File: config.mk
export PLATFORM = sky130hd
export DESIGN_NAME = uart_cfg_arb
export DESIGN_NICKNAME = d
export VERILOG_FILES = /design/src/rtl/uart_cfg_arb.sv
export SDC_FILE = /design/constraint.sdc
export NUM_CORES = 1
export LEC_CHECK = 0
export CAP_MARGIN = 10
export CORE_ASPECT_RATIO = 1.4
export CORE_MARGIN = 2
export CORE_UTILIZATION = 45
export DETAILED_ROUTE_END_ITERATION = 8
export HOLD_SLACK_MARGIN = 0.15
export PLACE_DENSITY_LB_ADDON = 0.3
export SLEW_MARGIN = 20
export SYNTH_ARGS = -nofsm -noshare
export SYNTH_HDL_FRONTEND = slang
export SYNTH_SLANG_ARGS = --single-unit
export TNS_END_PERCENT = 50
File: constraint.sdc
create_clock -name clk -period 3.53 [get_ports clk]
set_clock_uncertainty 0.05 [all_clocks]
set_input_delay 0.353 -clock clk [delete_from_list [all_inputs] [get_ports clk]]
set_output_delay 0.353 -clock clk [all_outputs]
set_load 0.01 [all_outputs]
File: src/rtl/uart_cfg_arb.sv
// Round-robin arbiter that lets several requesters share the single
// configuration port of a UART transmit controller. Each granted transaction
// raises cfg_req for a fixed number of cycles, waits for the controller to go
// busy and then idle again, and reports completion or timeout to the winner.
module uart_cfg_arb #(
  parameter int NUM_REQ  = 4,
  parameter int REQ_HOLD = 4,
  parameter int GAP_CYC  = 4,
  parameter int BUSY_TO  = 256,
  parameter int DONE_TO  = 1 << 20,
  localparam int ID_W    = (NUM_REQ > 1) ? $clog2(NUM_REQ) : 1
) (
  input  logic                   clk,
  input  logic                   rst,
  input  logic [NUM_REQ-1:0]     req_vld,
  input  logic [8*NUM_REQ-1:0]   req_addr,
  input  logic [16*NUM_REQ-1:0]  req_value,
  output logic [NUM_REQ-1:0]     req_ack,
  output logic [NUM_REQ-1:0]     req_err,
  output logic [7:0]             cfg_addr,
  output logic [15:0]            cfg_value,
  output logic                   cfg_req,
  input  logic                   cfg_done,
  output logic                   busy,
  output logic [ID_W-1:0]        grant_id
);

  localparam int HOLD_W = $clog2(REQ_HOLD + 1);
  localparam int GAP_W  = $clog2(GAP_CYC + 1);

  localparam logic [ID_W-1:0]   LAST_ID   = ID_W'(NUM_REQ - 1);
  localparam logic [HOLD_W-1:0] HOLD_LAST = HOLD_W'(REQ_HOLD - 1);
  localparam logic [GAP_W-1:0]  GAP_MAX   = GAP_W'(GAP_CYC);
  localparam logic [23:0]       BUSY_LAST = 24'(BUSY_TO - 1);
  localparam logic [23:0]       DONE_LAST = 24'(DONE_TO - 1);

  typedef enum logic [2:0] {
    S_IDLE,
    S_REQ,
    S_WAIT_BUSY,
    S_WAIT_DONE,
    S_ACK,
    S_ERR
  } state_t;

  state_t            state_q, state_d;
  logic [ID_W-1:0]   grant_id_q, grant_id_d;
  logic [7:0]        cfg_addr_q, cfg_addr_d;
  logic [15:0]       cfg_value_q, cfg_value_d;
  logic              cfg_req_q, cfg_req_d;
  logic [HOLD_W-1:0] hold_cnt_q, hold_cnt_d;
  logic [GAP_W-1:0]  gap_cnt_q, gap_cnt_d;
  logic              seen_busy_q, seen_busy_d;
  logic [23:0]       to_cnt_q, to_cnt_d;

  logic [7:0]        addr_arr  [NUM_REQ];
  logic [15:0]       value_arr [NUM_REQ];
  logic              pick_found;
  logic [ID_W-1:0]   pick_id;
  logic [ID_W-1:0]   cand;
  logic              grant;

  for (genvar g = 0; g < NUM_REQ; g++) begin : g_unpack
    assign addr_arr[g]  = req_addr[8*g +: 8];
    assign value_arr[g] = req_value[16*g +: 16];
  end

  // Round-robin search starting just after the last winner, wrapping at NUM_REQ-1.
  always_comb begin
    pick_found = 1'b0;
    pick_id    = grant_id_q;
    cand       = grant_id_q;
    for (int i = 0; i < NUM_REQ; i++) begin
      cand = (cand == LAST_ID) ? '0 : cand + 1'b1;
      if (!pick_found && req_vld[cand]) begin
        pick_found = 1'b1;
        pick_id    = cand;
      end
    end
  end

  assign grant = (state_q == S_IDLE) && pick_found && cfg_done && (gap_cnt_q >= GAP_MAX);

  // Transaction sequencing: grant, hold cfg_req, wait busy, wait idle, report.
  always_comb begin
    state_d     = state_q;
    grant_id_d  = grant_id_q;
    cfg_addr_d  = cfg_addr_q;
    cfg_value_d = cfg_value_q;
    hold_cnt_d  = hold_cnt_q;
    seen_busy_d = seen_busy_q | ((state_q != S_IDLE) & ~cfg_done);
    unique case (state_q)
      S_IDLE: begin
        if (grant) begin
          state_d     = S_REQ;
          grant_id_d  = pick_id;
          cfg_addr_d  = addr_arr[pick_id];
          cfg_value_d = value_arr[pick_id];
          hold_cnt_d  = '0;
          seen_busy_d = 1'b0;
        end
      end
      S_REQ: begin
        if (hold_cnt_q == HOLD_LAST) begin
          state_d = (seen_busy_q || !cfg_done) ? S_WAIT_DONE : S_WAIT_BUSY;
        end else begin
          hold_cnt_d = hold_cnt_q + 1'b1;
        end
      end
      S_WAIT_BUSY: begin
        if (!cfg_done) begin
          state_d = S_WAIT_DONE;
        end else if (to_cnt_q >= BUSY_LAST) begin
          state_d = S_ERR;
        end
      end
      S_WAIT_DONE: begin
        if (cfg_done) begin
          state_d = S_ACK;
        end else if (to_cnt_q >= DONE_LAST) begin
          state_d = S_ERR;
        end
      end
      S_ACK:   state_d = S_IDLE;
      S_ERR:   state_d = S_IDLE;
      default: state_d = S_IDLE;
    endcase
  end

  // Request strobe, inter-transaction gap and saturating timeout bookkeeping.
  // The timeout counter runs from grant through S_WAIT_BUSY and restarts on
  // entry to S_WAIT_DONE, so each timeout measures its own interval.
  always_comb begin
    cfg_req_d = (state_d == S_REQ);
    if (cfg_req_q) begin
      gap_cnt_d = '0;
    end else if (gap_cnt_q >= GAP_MAX) begin
      gap_cnt_d = GAP_MAX;
    end else begin
      gap_cnt_d = gap_cnt_q + 1'b1;
    end
    if ((state_q == S_IDLE) || ((state_d == S_WAIT_DONE) && (state_q != S_WAIT_DONE))) begin
      to_cnt_d = '0;
    end else if (to_cnt_q != '1) begin
      to_cnt_d = to_cnt_q + 1'b1;
    end else begin
      to_cnt_d = to_cnt_q;
    end
  end

  // Completion pulses go to the requester that owns the current transaction.
  always_comb begin
    req_ack = '0;
    req_err = '0;
    if (state_q == S_ACK) req_ack[grant_id_q] = 1'b1;
    if (state_q == S_ERR) req_err[grant_id_q] = 1'b1;
  end

  // State registers; grant_id resets to the last index so requester 0 wins first.
  always_ff @(posedge clk or posedge rst) begin
    if (rst) begin
      state_q     <= S_IDLE;
      grant_id_q  <= LAST_ID;
      cfg_addr_q  <= '0;
      cfg_value_q <= '0;
      cfg_req_q   <= 1'b0;
      hold_cnt_q  <= '0;
      gap_cnt_q   <= GAP_MAX;
      seen_busy_q <= 1'b0;
      to_cnt_q    <= '0;
    end else begin
      state_q     <= state_d;
      grant_id_q  <= grant_id_d;
      cfg_addr_q  <= cfg_addr_d;
      cfg_value_q <= cfg_value_d;
      cfg_req_q   <= cfg_req_d;
      hold_cnt_q  <= hold_cnt_d;
      gap_cnt_q   <= gap_cnt_d;
      seen_busy_q <= seen_busy_d;
      to_cnt_q    <= to_cnt_d;
    end
  end

  assign cfg_addr  = cfg_addr_q;
  assign cfg_value = cfg_value_q;
  assign cfg_req   = cfg_req_q;
  assign busy      = (state_q != S_IDLE);
  assign grant_id  = grant_id_q;

endmodule

==> out/metrics.sh, run 1 <==
OUTCOME='finished clean'
TRITONCTS='done'
ASYNC_RESET_FF_SHARE_PCT=100
CTSHTREEMAXLEVEL=3
GP_ROUTABILITY_CONGESTION=0.890
DIE_Y_UM=112
TIMING.CRITICAL_PATH.ARRIVAL_PS=3340
FINALMAXSLEWVIOLATIONS=0
POST-PLACE-CELLS=614
TIMING_HOLD_VIOLATIONS_FINAL=0
COMBPWRFRAC_PCT=49.8
IOS=139
WORSTPATHREQUIRED_PS=3670
SYNTH_ENABLE_FLOP_CELLS=0
NETLIST_AREA_SQ_UM=3720
POWER.DENSITY_nW_PER_UM2=709
GRT_ANTENNA_BEFORE_REPAIR=0
HOLD_PATH_CLASS='primary input to async pin'
DRV.MAX_CAP_VIOLATION_COUNT=0
GLOBALROUTE.BUSIESTLAYER='met2'
FIN_CRIT_PS=3200
CRITICALPATHCATEGORY='register to register'
DRT-WIRELENGTH-PER-CELL_UM=17.1
DRT-VIAS-PER-INSTANCE=5.55
YOSYS_REGISTER_BITS=61
DESIGN.DIE.AREA_SQ_UM=9030
SYN_INST=388
LAYOUT-DRIVE-GT1-SHARE_PCT=6.44
FINAL_NETS=635
ROWS=39
TOTAL_ROUTING_RESOURCE_UTILIZATION_AFTER_GLOBAL_ROUTING_PCT=24.7
POST-ROUTE-CELL-AREA_SQ_UM=5510
WORST_IR_DROP_VDD_V=0.000418
START_UTIL_PCT=46.0
N_ANTENNA_CELL=0
CTS_BUFFERS=9
NUMBER_OF_FILLER_CELLS_PLACED_IN_THE_LAYOUT=665
TYPE_OF_ORIGIN_OF_THE_CRITICAL_PATH='register'
MAX_SLEW_MARGIN_PCT=54.5
FIRST_PASS_ITERS=4
YOSYSUNIQUECELLTYPES=51
AREA_GROWTH_SYN_TO_LAYOUT_PCT=47.9
GRT_OVERFLOW=0
GRT_FIRST_PASS_WIRELENGTH_MM=17.1
CELL_INT_POWER_W=0.00252
SEQUENTIALPOWERSHARE_PCT=27.8
GRT.MET1_USAGE_PCT=30.4
POWER.STATIC_LEAKAGE_nW=2.37
DIEWIDTH_UM=80.9
DR.FIRST_ITER.DRC_COUNT=191
GLOBALROUTEMET2UTIL_PCT=40.8
VIAS_IN_THE_FIRST_GLOBAL_ROUTE=3474
LAYOUT.AREA.SEQ_SQ_UM=1530
STDCELL_COUNT=630
WORST-SLEW-PIN-TRANSITION_PS=676
CTS-ROOT-TO-SINK-BUFFERS=2
GRT_START_MAX_NET_PINS=35
USE_MET3_PCT=5.75
PORT-BUFFER-COUNT=138
POST_CTS_RESIZE_COUNT=0
AVGSYNTHCELLAREA_SQ_UM=9.60
POSTCTSSETUPREPAIRBUFS=0
SYNTH.YOSYS.SEQ_AREA_SHARE_PCT=41.1
CORE_AREA_SQ_UM=8100
HPWLAFTERDP_MM=7.87
WL_MM=10.8
ANT_NETS=0
FINAL-SETUP-VIOL-COUNT=0
TIMING.FINAL.CRIT_SHARE_PCT=90.6
GRT_SETUP_UNREPAIRED='false'
CTSROOTBUFFERMASTER='clkbuf_16'
AREA_OF_COMBINATIONAL_CELLS_WITH_MULTIPLE_INPUTS_SQ_UM=2030
DETAILROUTE.VIA_COUNT=3497
CTS.REPORTEDPATHS.CLKPINSLEW_PS=50
TOTALNEGATIVESETUPSLACK_PS=0
DRC=0
SYNTHESIS.YOSYS.WARNINGS=0
SHARE_CLK_OF_TOTAL_POWER_PCT=22.4
DOMINANTREGCELLSYNTH='dfrtp_1'
SETUP.WORST_PATH.END_CLASS='register'
ACHIEVABLE-FREQUENCY_GHz=0.313
POWER_SWITCHING_W=0.00139
CTS.SINKS=61
SYNTH.NET_COUNT=500
PLACEMENT.CELL_AREA_SQ_UM=5210
CLOCK_LATENCY_PS=330
NETSWITCHINGFRACTION_PCT=35.5
CRITICAL_PATH_PEAK_FANOUT=15
CTS_HOLD_REPAIR.BUFFERS=0
## through the flow
stage          utilization [%]  setup slack [ps]  hold WS [ps]  power [W]
3_5_place_dp              64.3               342           387    0.00304
2_1_floorplan                -               753           390    0.00232
6_report                  68.0               332           360    0.00391
4_1_cts                   68.0               315           366    0.00394
5_1_grt                   68.0               128           400    0.00417
3_3_place_gp              64.3               409           386    0.00300
## area by class of cell
class	count	share of cell area (%)
clock buffer	15	4.86
clock inverter	1	0.545
inverter	14	0.954
timing repair buffer	147	26.7
tap	102	2.32
multi-input combinational	290	36.8
sequential	61	27.8
## critical path, cell delays in order (launching register included)
cell and delay (ps):
dfstp_2 640, inv_1 90, ha_1 450, nand2_1 90
a21o_1 190, a221oi_2 350, a2bb2oi_4 540, buf_12 250
mux2i_1 260, o221ai_1 140
## registers in the layout (all words and copies together) (netlist names)
register	flops
cfg_addr	8
cfg_req	1
cfg_value	16
gap_cnt_q	3
grant_id	2
hold_cnt_q	3
seen_busy_q	1
state_q	3
to_cnt_q	24
## per-layer routing
layer | wire, um | up-vias
met5 | 0 | -
met4 | 319 | 0
met3 | 522 | 22
met2 | 5480 | 109
met1 | 4460 | 1677
li1 | - | 1689
## power groups by stage
stage          sequential [W]  clock (W)  combinational [W]
2_1_floorplan         0.00110          0            0.00122
3_3_place_gp          0.00109          0            0.00190
3_5_place_dp          0.00110          0            0.00194
4_1_cts               0.00109   0.000896            0.00196
5_1_grt               0.00112   0.000932            0.00211
6_report              0.00109   0.000875            0.00194
## logic make-up (layout without fill, tap and decap cells)
| family | after synthesis | in the layout | share of synthesized area [%] |
|---|---|---|---|
| DFF | 61 | 61 | 41.1 |
| xor gates and xnor gates | 17 | 17 | 4.00 |
| buffers and inverters | 37 | 177 | 4.90 |
| adders and majority gates | 9 | 9 | 3.02 |
| AOI/OAI and AO/OA | 65 | 65 | 13.6 |
| muxes | 53 | 53 | 14.6 |
| and+or+nand+nor | 146 | 146 | 18.8 |
## synth_stat cells, types with 4 or more instances
| cell type | number | area share [%] |
|---|---|---|
| a21oi_1 | 9 | 1.2 |
| and2_1 | 5 | 0.84 |
| and3_1 | 4 | 0.67 |
| and4_1 | 4 | 0.94 |
| buf_2 | 5 | 0.67 |
| buf_4 | 5 | 1.0 |
| clkbuf_1 | 11 | 1.1 |
| dfrtp_1 | 58 | 39 |
| ha_1 | 9 | 3.0 |
| inv_1 | 14 | 1.4 |
| mux2i_1 | 52 | 14 |
| nand2_1 | 44 | 4.4 |
| nand3_1 | 9 | 1.2 |
| nand4_1 | 7 | 1.2 |
| nor2_1 | 38 | 3.8 |
| nor2b_1 | 4 | 0.67 |
| nor3_1 | 15 | 2.0 |
| nor4_1 | 4 | 0.67 |
| o21ai_0 | 8 | 1.1 |
| o221ai_1 | 25 | 5.9 |
| xnor2_1 | 10 | 2.4 |
| xor2_1 | 7 | 1.6 |
## worst paths after layout
| path | from | end | slack [ps] | depth (start not counted) |
|---|---|---|---|---|
| max | grant_id[0] | cfg_value[4] | 330 | 9 |
| min | rst | to_cnt_q[3] | 360 | 3 |
| max reg2reg | grant_id[0] | cfg_value[4] | 330 | 9 |
| min reg2reg | cfg_req | gap_cnt_q[2] | 400 | 1 |
| max in group asynchronous | rst | gap_cnt_q[2] | 2690 | 3 |
| min in group clk | cfg_req | gap_cnt_q[2] | 400 | 1 |
## layout by cell type, fill, tap and decap left out, types with 2 or more instances in the layout
| cell | instances |
|---|---|
| mux2i_1 | 52 |
| buf_12 | 2 |
| nor2_1 | 38 |
| dfstp_2 | 3 |
| o221ai_1 | 25 |
| inv_1 | 13 |
| a31oi_1 | 3 |
| nand4_1 | 7 |
| nor3b_1 | 3 |
| or2_2 | 2 |
| o21bai_1 | 2 |
| buf_4 | 7 |
| clkbuf_1 | 4 |
| o21ai_0 | 8 |
| nand2b_1 | 2 |
| a21oi_1 | 9 |
| o31ai_1 | 2 |
| nor3_1 | 15 |
| xnor2_1 | 10 |
| nand2_1 | 44 |
| and2_1 | 5 |
| nand3_1 | 9 |
| nor2b_1 | 4 |
| o311ai_0 | 2 |
| and3_1 | 4 |
| dfrtp_1 | 58 |
| and4_1 | 4 |
| clkdlybuf4s50_1 | 138 |
| or3_1 | 2 |
| ha_1 | 9 |
| xor2_1 | 7 |
| nor4_1 | 4 |
| clkbuf_16 | 9 |
| clkbuf_8 | 2 |
Note: power is estimated with default switching activity, not from simulation.
==> inputs of run 2 (changes only) <==
- CORE_ASPECT_RATIO: 1.4 -> 1.25
- CTS_CLUSTER_SIZE: not set -> 25
- SETUP_SLACK_MARGIN: not set -> 0.15
==> run 2 against run 1 <==
  * Power fell by 11%
  * Fmax grew 7.3%
  * Non-clock buffer count fell by 4
  * Cell area is 3.2% lower
  * Via count fell by 0.69%
  * Flip-flop and latch count stayed put
  * Wire length is 5.4% lower
  * Final cell count decreased by 1.4%
  * Clock power decreased by 41%
  * Critical endpoint is now cfg_value[13]
  * Largest power group unchanged
==> out/metrics.sh, run 2 (synthesized netlist as in run 1, its figures left out) <==
HOLD_PATH_CLASS='register to register'
START_UTIL_PCT=45.7  # -0.27 points
TIMING.HOLD.WORST_PATH_DEPTH=1
DESIGN.DIE.AREA_SQ_UM=9030  # about the same
POWER_SWITCHING_W=0.00135  # -2.9%
TRITONCTS='done'
POSTCTSSETUPREPAIRBUFS=0  # unchanged
ANT_NETS=0  # unchanged
FIN_CRIT_PS=2980  # -218 ps
IOS=139  # unchanged
LAYOUT.CELLS.MOST_COMMON='clkdlybuf4s50_1'
VIAS_IN_THE_FIRST_GLOBAL_ROUTE=3454  # -0.58%
LARGEST_REGISTER_FF_COUNT=24  # unchanged
FINAL-SETUP-VIOL-COUNT=0  # unchanged
TOTALNEGATIVESETUPSLACK_PS=0  # unchanged
ACHIEVABLE-FREQUENCY_GHz=0.336  # +7.3%
WORST_PATH_LARGEST_CELL_DELAY_PS=650  # about the same
HOLDCRITSTARTPOINT='cfg_req'
PLACE_WS_PS=546  # +204 ps
N_ANTENNA_CELL=0  # unchanged
LAYOUT.CELLS.MOST_COMMON_LIST='clkdlybuf4s50_1, dfrtp_1, mux2i_1, nand2_1, nor2_1'
DIE_Y_UM=106  # -5.3%
PORT-BUFFER-COUNT=138  # unchanged
REG2REGPATHDEPTH=9  # unchanged
HPWLAFTERDP_MM=7.43  # -5.5%
WL_MM=10.2  # -5.4%
DIEWIDTH_UM=85.4  # +5.5%
CELL_INT_POWER_W=0.00213  # -16%
COMBPWRFRAC_PCT=53.6  # +3.8 points
REPORT.POWER.TOTAL_W=0.00347  # -11%
AREA_OF_COMBINATIONAL_CELLS_WITH_MULTIPLE_INPUTS_SQ_UM=2030  # unchanged
TIMING.CRITICAL_PATH.SLOWEST_STAGE_CELL='dfstp_2'
WORSTHOLDENDPOINT='gap_cnt_q[2]'
AREA_GROWTH_SYN_TO_LAYOUT_PCT=43.2
DRT-VIAS-PER-INSTANCE=5.59  # +0.75%
SEQUENTIALPOWERSHARE_PCT=31.4  # +3.6 points
CTS.SINKS=61  # unchanged
GRT_OVERFLOW=0  # unchanged
POST-ROUTE-UTIL_PCT=65.5  # -2.5 points
TIMING.FINAL.CRIT_SHARE_PCT=84.4  # -6.2 points
SETUP.WORST_PATH.END_CLASS='register'
DRV.MAX_CAP_VIOLATION_COUNT=0  # unchanged
FINALMAXSLEWVIOLATIONS=0  # unchanged
CORE_AREA_SQ_UM=8150  # +0.59%
GRT_START_MAX_NET_PINS=62  # +77%
TIMING.RR.START='grant_id[0]'
ROWS=37  # -5.1%
LAYOUT.AREA.SEQ_SQ_UM=1530  # unchanged
FINALHOLDWORSTSLACK_PS=404  # +44.0 ps
CTS_HOLD_REPAIR.BUFFERS=0  # unchanged
WORST_IR_DROP_VDD_V=0.000972  # +130%
POST-ROUTE-WORST-SETUP-SLACK_PS=551  # +218 ps
WORSTPATHCELLLIST='inv_1 > ha_1 > nor2b_1 > o311ai_0 > o2bb2ai_1 > a31oi_1 > nand2b_1 > buf_12 > o221ai_1'
NUMBER_OF_FILLER_CELLS_PLACED_IN_THE_LAYOUT=689  # +3.6%
GRT_ANTENNA_BEFORE_REPAIR=0  # unchanged
DR.FIRST_ITER.DRC_COUNT=139  # -27%
CRIT-REG2REG-CAPTURE='cfg_value[13]'
GRT_FIRST_PASS_WIRELENGTH_MM=16.5  # -3.2%
CTSHTREEMAXLEVEL=3  # unchanged
LAYOUT-DRIVE-GT1-SHARE_PCT=6.11  # -0.33 points
REGMOSTFLOPS='to_cnt_q'
TYPE_OF_ORIGIN_OF_THE_CRITICAL_PATH='register'
CTS-ROOT-TO-SINK-BUFFERS=2  # unchanged
DETAILROUTE.VIA_COUNT=3473  # -0.69%
CTSROOTBUFFERMASTER='clkbuf_8'
MAX_SLEW_MARGIN_PCT=47.3  # -7.2 points
CRITICALPATHCATEGORY='register to register'
POST_CTS_RESIZE_COUNT=0  # unchanged
SHARE_CLK_OF_TOTAL_POWER_PCT=15.0  # -7.4 points
CTS.REPORTEDPATHS.CLKPINSLEW_PS=70  # +20 ps
WORST-SLEW-PIN-TRANSITION_PS=790  # +114 ps
OUTCOME='finished clean'
WORSTPATHREQUIRED_PS=3690  # +20 ps
POWER.DENSITY_nW_PER_UM2=651  # -8.2%
FINAL_NETS=631  # -0.63%
FIRST_PASS_ITERS=4  # unchanged
CRITICAL_PATH_PEAK_FANOUT=19  # +4
GRT_SETUP_UNREPAIRED='false'
NETSWITCHINGFRACTION_PCT=38.7  # +3.3 points
DRC=0  # unchanged
GP_ROUTABILITY_CONGESTION=0.873  # -1.9%
TIMING_HOLD_VIOLATIONS_FINAL=0  # unchanged
POWER.STATIC_LEAKAGE_nW=2.29  # -3.3%
DRT-WIRELENGTH-PER-CELL_UM=16.4  # -4.0%
R2R_SETUP_SLACK_PS=550  # +220 ps
TOTAL_ROUTING_RESOURCE_UTILIZATION_AFTER_GLOBAL_ROUTING_PCT=23.1  # -1.6 points
TIMING.CRITICAL_PATH.ARRIVAL_PS=3140  # -200 ps
CLOCK_LATENCY_PS=350  # +20 ps
CTS_BUFFERS=9  # unchanged
-- run 2: changes by cell type in the layout (fill, tap and decap cells not counted), sizes merged --
cell	change
buf	-4
clkbuf	-4
clkinv	+4
bufinv	-1
clkinvlp	+1
-- run 2: layout make-up --
class | count | share of cell area, %
sequential | 61 | 28.7
tap | 97 | 2.27
multi-input combinational | 290 | 38.0
timing repair buffer | 143 | 27.1
clock inverter | 5 | 0.516
clock buffer | 11 | 2.46
inverter | 14 | 0.985
-- run 2: critical path: cells and delay by family, from the launching register on --
family | cells | cell delay (ps)
AOI/OAI and AO/OA | 4 | 760
DFF | 1 | 650
and+or+nand+nor | 2 | 620
adders and majority gates | 1 | 460
buffers and inverters | 2 | 310
-- run 2: worst max-delay path by stage --
stage	start	end	slack, ps
6_report	grant_id[0]	cfg_value[13]	550
5_1_grt	grant_id[0]	cfg_addr[2]	370
4_1_cts	grant_id[0]	cfg_value[3]	560
3_5_place_dp	grant_id[0]	cfg_value[7]	550
3_3_place_gp	grant_id[0]	cfg_value[13]	660
2_1_floorplan	grant_id[0]	cfg_value[15]	750
-- run 2: per-layer routing --
metal | global-route usage [%] | up-vias | wire, um
li1 | - | 1680 | -
met1 | 28.4 | 1685 | 4290
met2 | 39.4 | 92 | 5210
met3 | 4.70 | 16 | 513
met4 | 8.96 | 0 | 198
met5 | 0 | - | 0
-- run 2: stage by stage --
step,instances,area (sq um)
floorplan,388,3720
global placement,605,5180
detailed placement,605,5180
CTS,621,5340
global route,621,5340
finish,621,5340
-- run 2: power by group through the flow --
stage	combinational, W	clock (W)	sequential [W]
4_1_cts	0.00188	0.000538	0.00109
6_report	0.00186	0.000520	0.00109
5_1_grt	0.00203	0.000567	0.00112
2_1_floorplan	0.00122	0	0.00110
3_3_place_gp	0.00182	0	0.00109
3_5_place_dp	0.00188	0	0.00110
==> inputs of run 3 (changes only) <==
- CORE_UTILIZATION: 45 -> 41
- clock period: 3.53 -> 2.5 ns (I/O delays scaled with it)
==> run 3 against run 2 <==
  * The flow now finishes with violations (negative setup slack)
  * Sequential power increased by 39%
  * Final cell count increased by 8.1%
  * Global-route usage increased by 0.92 points
  * Clock-buffer cell count increased by 1
  * Sequential share of layout area decreased by 2.7 points
==> out/metrics.sh, run 3 (synthesized netlist as in run 1, its figures left out) <==
GP_ROUTABILITY_CONGESTION=0.876  # +0.27%
DETAILROUTE.VIA_COUNT=3686  # +6.1%
POST-ROUTE-CELL-AREA_SQ_UM=5880  # +10%
GRT_ANTENNA_BEFORE_REPAIR=0  # unchanged
GRT_FIRST_PASS_WIRELENGTH_MM=18.6  # +13%
FINALMAXSLEWVIOLATIONS=0  # unchanged
FIN_CRIT_PS=2540  # -443 ps
PLACE_WS_PS=-67.4  # -614 ps
CTS.SINKS=61  # unchanged
TOTAL_ROUTING_RESOURCE_UTILIZATION_AFTER_GLOBAL_ROUTING_PCT=24.0  # +0.92 points
PLACEMENT.CELL_AREA_SQ_UM=5450  # +5.2%
GRT_START_MAX_NET_PINS=28  # -55%
CORE_AREA_SQ_UM=8750  # +7.4%
CTSHTREEMAXLEVEL=3  # unchanged
POWER.STATIC_LEAKAGE_nW=2.52  # +10%
CTS.REPORTEDPATHS.CLKPINSLEW_PS=70  # about the same
LARGEST_REGISTER_FF_COUNT=24  # unchanged
PATH_DELAY_FAMILY='compound AO/OA/AOI/OAI gates'
ANT_NETS=0  # unchanged
LAYOUT.CELLS.MOST_COMMON='clkdlybuf4s50_1'
WORSTPATHCELLLIST='inv_4 > ha_4 > nand2_2 > a21o_1 > a221oi_2 > a2bb2oi_4 > buf_12 > buf_12 > mux2i_1 > o221ai_1'
CRIT_TOP_CELL='buf_12'
LAYOUT.CELLS.MOST_COMMON_LIST='clkdlybuf4s50_1, dfrtp_1, mux2i_1, nand2_1, nor2_1'
DIE_Y_UM=111  # +4.6%
LAYOUT.AREA.SEQ_SQ_UM=1530  # unchanged
START_UTIL_PCT=42.6  # -3.1 points
CRITICALPATHCATEGORY='register to register'
TIMING_HOLD_VIOLATIONS_FINAL=0  # unchanged
REGMOSTFLOPS='to_cnt_q'
PORT-BUFFER-COUNT=138  # unchanged
WORST-SLEW-PIN-TRANSITION_PS=614  # -176 ps
MAX_SLEW_MARGIN_PCT=59.0  # +12 points
FIRST_PASS_ITERS=4  # unchanged
OUTCOME='finished with violations'
N_ANTENNA_CELL=0  # unchanged
GRT_SETUP_UNREPAIRED='true'
POST-ROUTE-WORST-SETUP-SLACK_PS=-36.1  # -587 ps
TYPE_OF_ORIGIN_OF_THE_CRITICAL_PATH='register'
DRT-VIAS-PER-INSTANCE=5.49  # -1.8%
TIMING.CRITICAL_PATH.SLOWEST_STAGE_CELL='dfstp_2'
ACHIEVABLE-FREQUENCY_GHz=0.394  # +17%
WL_MM=11.7  # +15%
VIAS_IN_THE_FIRST_GLOBAL_ROUTE=3663  # +6.1%
CTS-ROOT-TO-SINK-BUFFERS=2  # unchanged
NUMBER_OF_FILLER_CELLS_PLACED_IN_THE_LAYOUT=690  # +0.15%
WORST_IR_DROP_VDD_V=0.000453  # -53%
IOS=139  # unchanged
WORSTPATHREQUIRED_PS=2670  # -1020 ps
DRT-WIRELENGTH-PER-CELL_UM=17.4  # +6.0%
CP.BUFFERS_INVERTERS=3  # +1
AREA_OF_COMBINATIONAL_CELLS_WITH_MULTIPLE_INPUTS_SQ_UM=2150  # +6.2%
FINAL_NETS=658  # +4.3%
POWER.DENSITY_nW_PER_UM2=1030  # +59%
DR.FIRST_ITER.DRC_COUNT=257  # +85%
TIMING.FINAL.CRIT_SHARE_PCT=101  # +17 points
LAYOUT-DRIVE-GT1-SHARE_PCT=14.7  # +8.6 points
DRV.MAX_CAP_VIOLATION_COUNT=0  # unchanged
GRT_OVERFLOW=0  # unchanged
DESIGN.DIE.AREA_SQ_UM=9870  # +9.3%
CTSROOTBUFFERMASTER='clkbuf_8'
ROWS=38  # +2.7%
DRC=0  # unchanged
CTS_BUFFERS=9  # unchanged
HPWLAFTERDP_MM=8.31  # +12%
WORST_PATH_LARGEST_CELL_DELAY_PS=570  # -80 ps
HOLD_PATH_CLASS='primary input to async pin'
CLOCK_LATENCY_PS=350  # about the same
AREA_GROWTH_SYN_TO_LAYOUT_PCT=57.8
SETUP.WORST_PATH.END_CLASS='register'
TRITONCTS='done'
FINAL-SETUP-VIOL-COUNT=9  # +9
DIEWIDTH_UM=89.3  # +4.5%
CRITICAL_PATH_PEAK_FANOUT=11  # -8
VIOLATIONS='negative setup slack'
CTS_HOLD_REPAIR.BUFFERS=0  # unchanged
TIMING.CRITICAL_PATH.ARRIVAL_PS=2700  # -440 ps
-- run 3: where the power goes --
group	total, W	switching, W	leakage, nW	internal, W
combinational	0.00363	0.00159	1.61	0.00203
clock	0.000940	0.000403	0.112	0.000537
sequential	0.00151	0.000216	0.805	0.00129
total	0.00607	0.00221	2.52	0.00386
-- run 3: layer usage --
layer  vias to the layer above  share of wire, %  GRT usage, %
li1                       1727                 -             -
met1                      1804                41          31.5
met2                       132                50          38.5
met3                        23               6.3          5.31
met5                         -                 0             0
met4                         0               2.4          8.46
-- run 3: layout make-up --
class	count	area share, %
repair buffers	170	30.3
inverters	14	0.936
well taps	120	2.55
multi-input cells	290	36.6
clock buffers	12	2.81
flip-flops and latches	61	26.0
clock inverters	4	0.766
-- run 3: metrics by stage --
stage	std cells	util, %	setup TNS [ps]	hold WS, ps	total power [W]
global placement	649	62.3	0	402	0.00446
global route	671	67.2	-2390	287	0.00644
detailed placement	649	62.3	-666	400	0.00457
CTS	670	66.0	-165	243	0.00588
finish	671	67.2	-101	241	0.00607
floorplan	388	-	-721	390	0.00335
-- run 3: path summary, 6_finish.rpt --
check / start / cells after the start / slack, ps / end
min in group clk: cfg_req / 1 / 410 / gap_cnt_q[2]
setup / recovery: grant_id[0] / 10 / -40 / cfg_value[1]
hold reg to reg: cfg_req / 1 / 410 / gap_cnt_q[2]
max in group asynchronous: rst / 3 / 1460 / grant_id[1]
setup reg to reg: grant_id[0] / 10 / -40 / cfg_value[1]
hold / removal: rst / 2 / 240 / to_cnt_q[2]
-- run 3: what timing repair did --
item	in CTS	in global routing
cloned	2	1
gates resized for setup	11	16
endpoints found under the setup margin	29	28
pin swaps	7	4
buffers inserted	3	0
-- run 3: worst reg2reg max path: stages, from the launching register on --
cell and delay (ps):
dfstp_2 570, inv_4 40, ha_4 310, nand2_2 60, a21o_1 160, a221oi_2 310
a2bb2oi_4 190, buf_12 170, buf_12 160, mux2i_1 250, o221ai_1 120
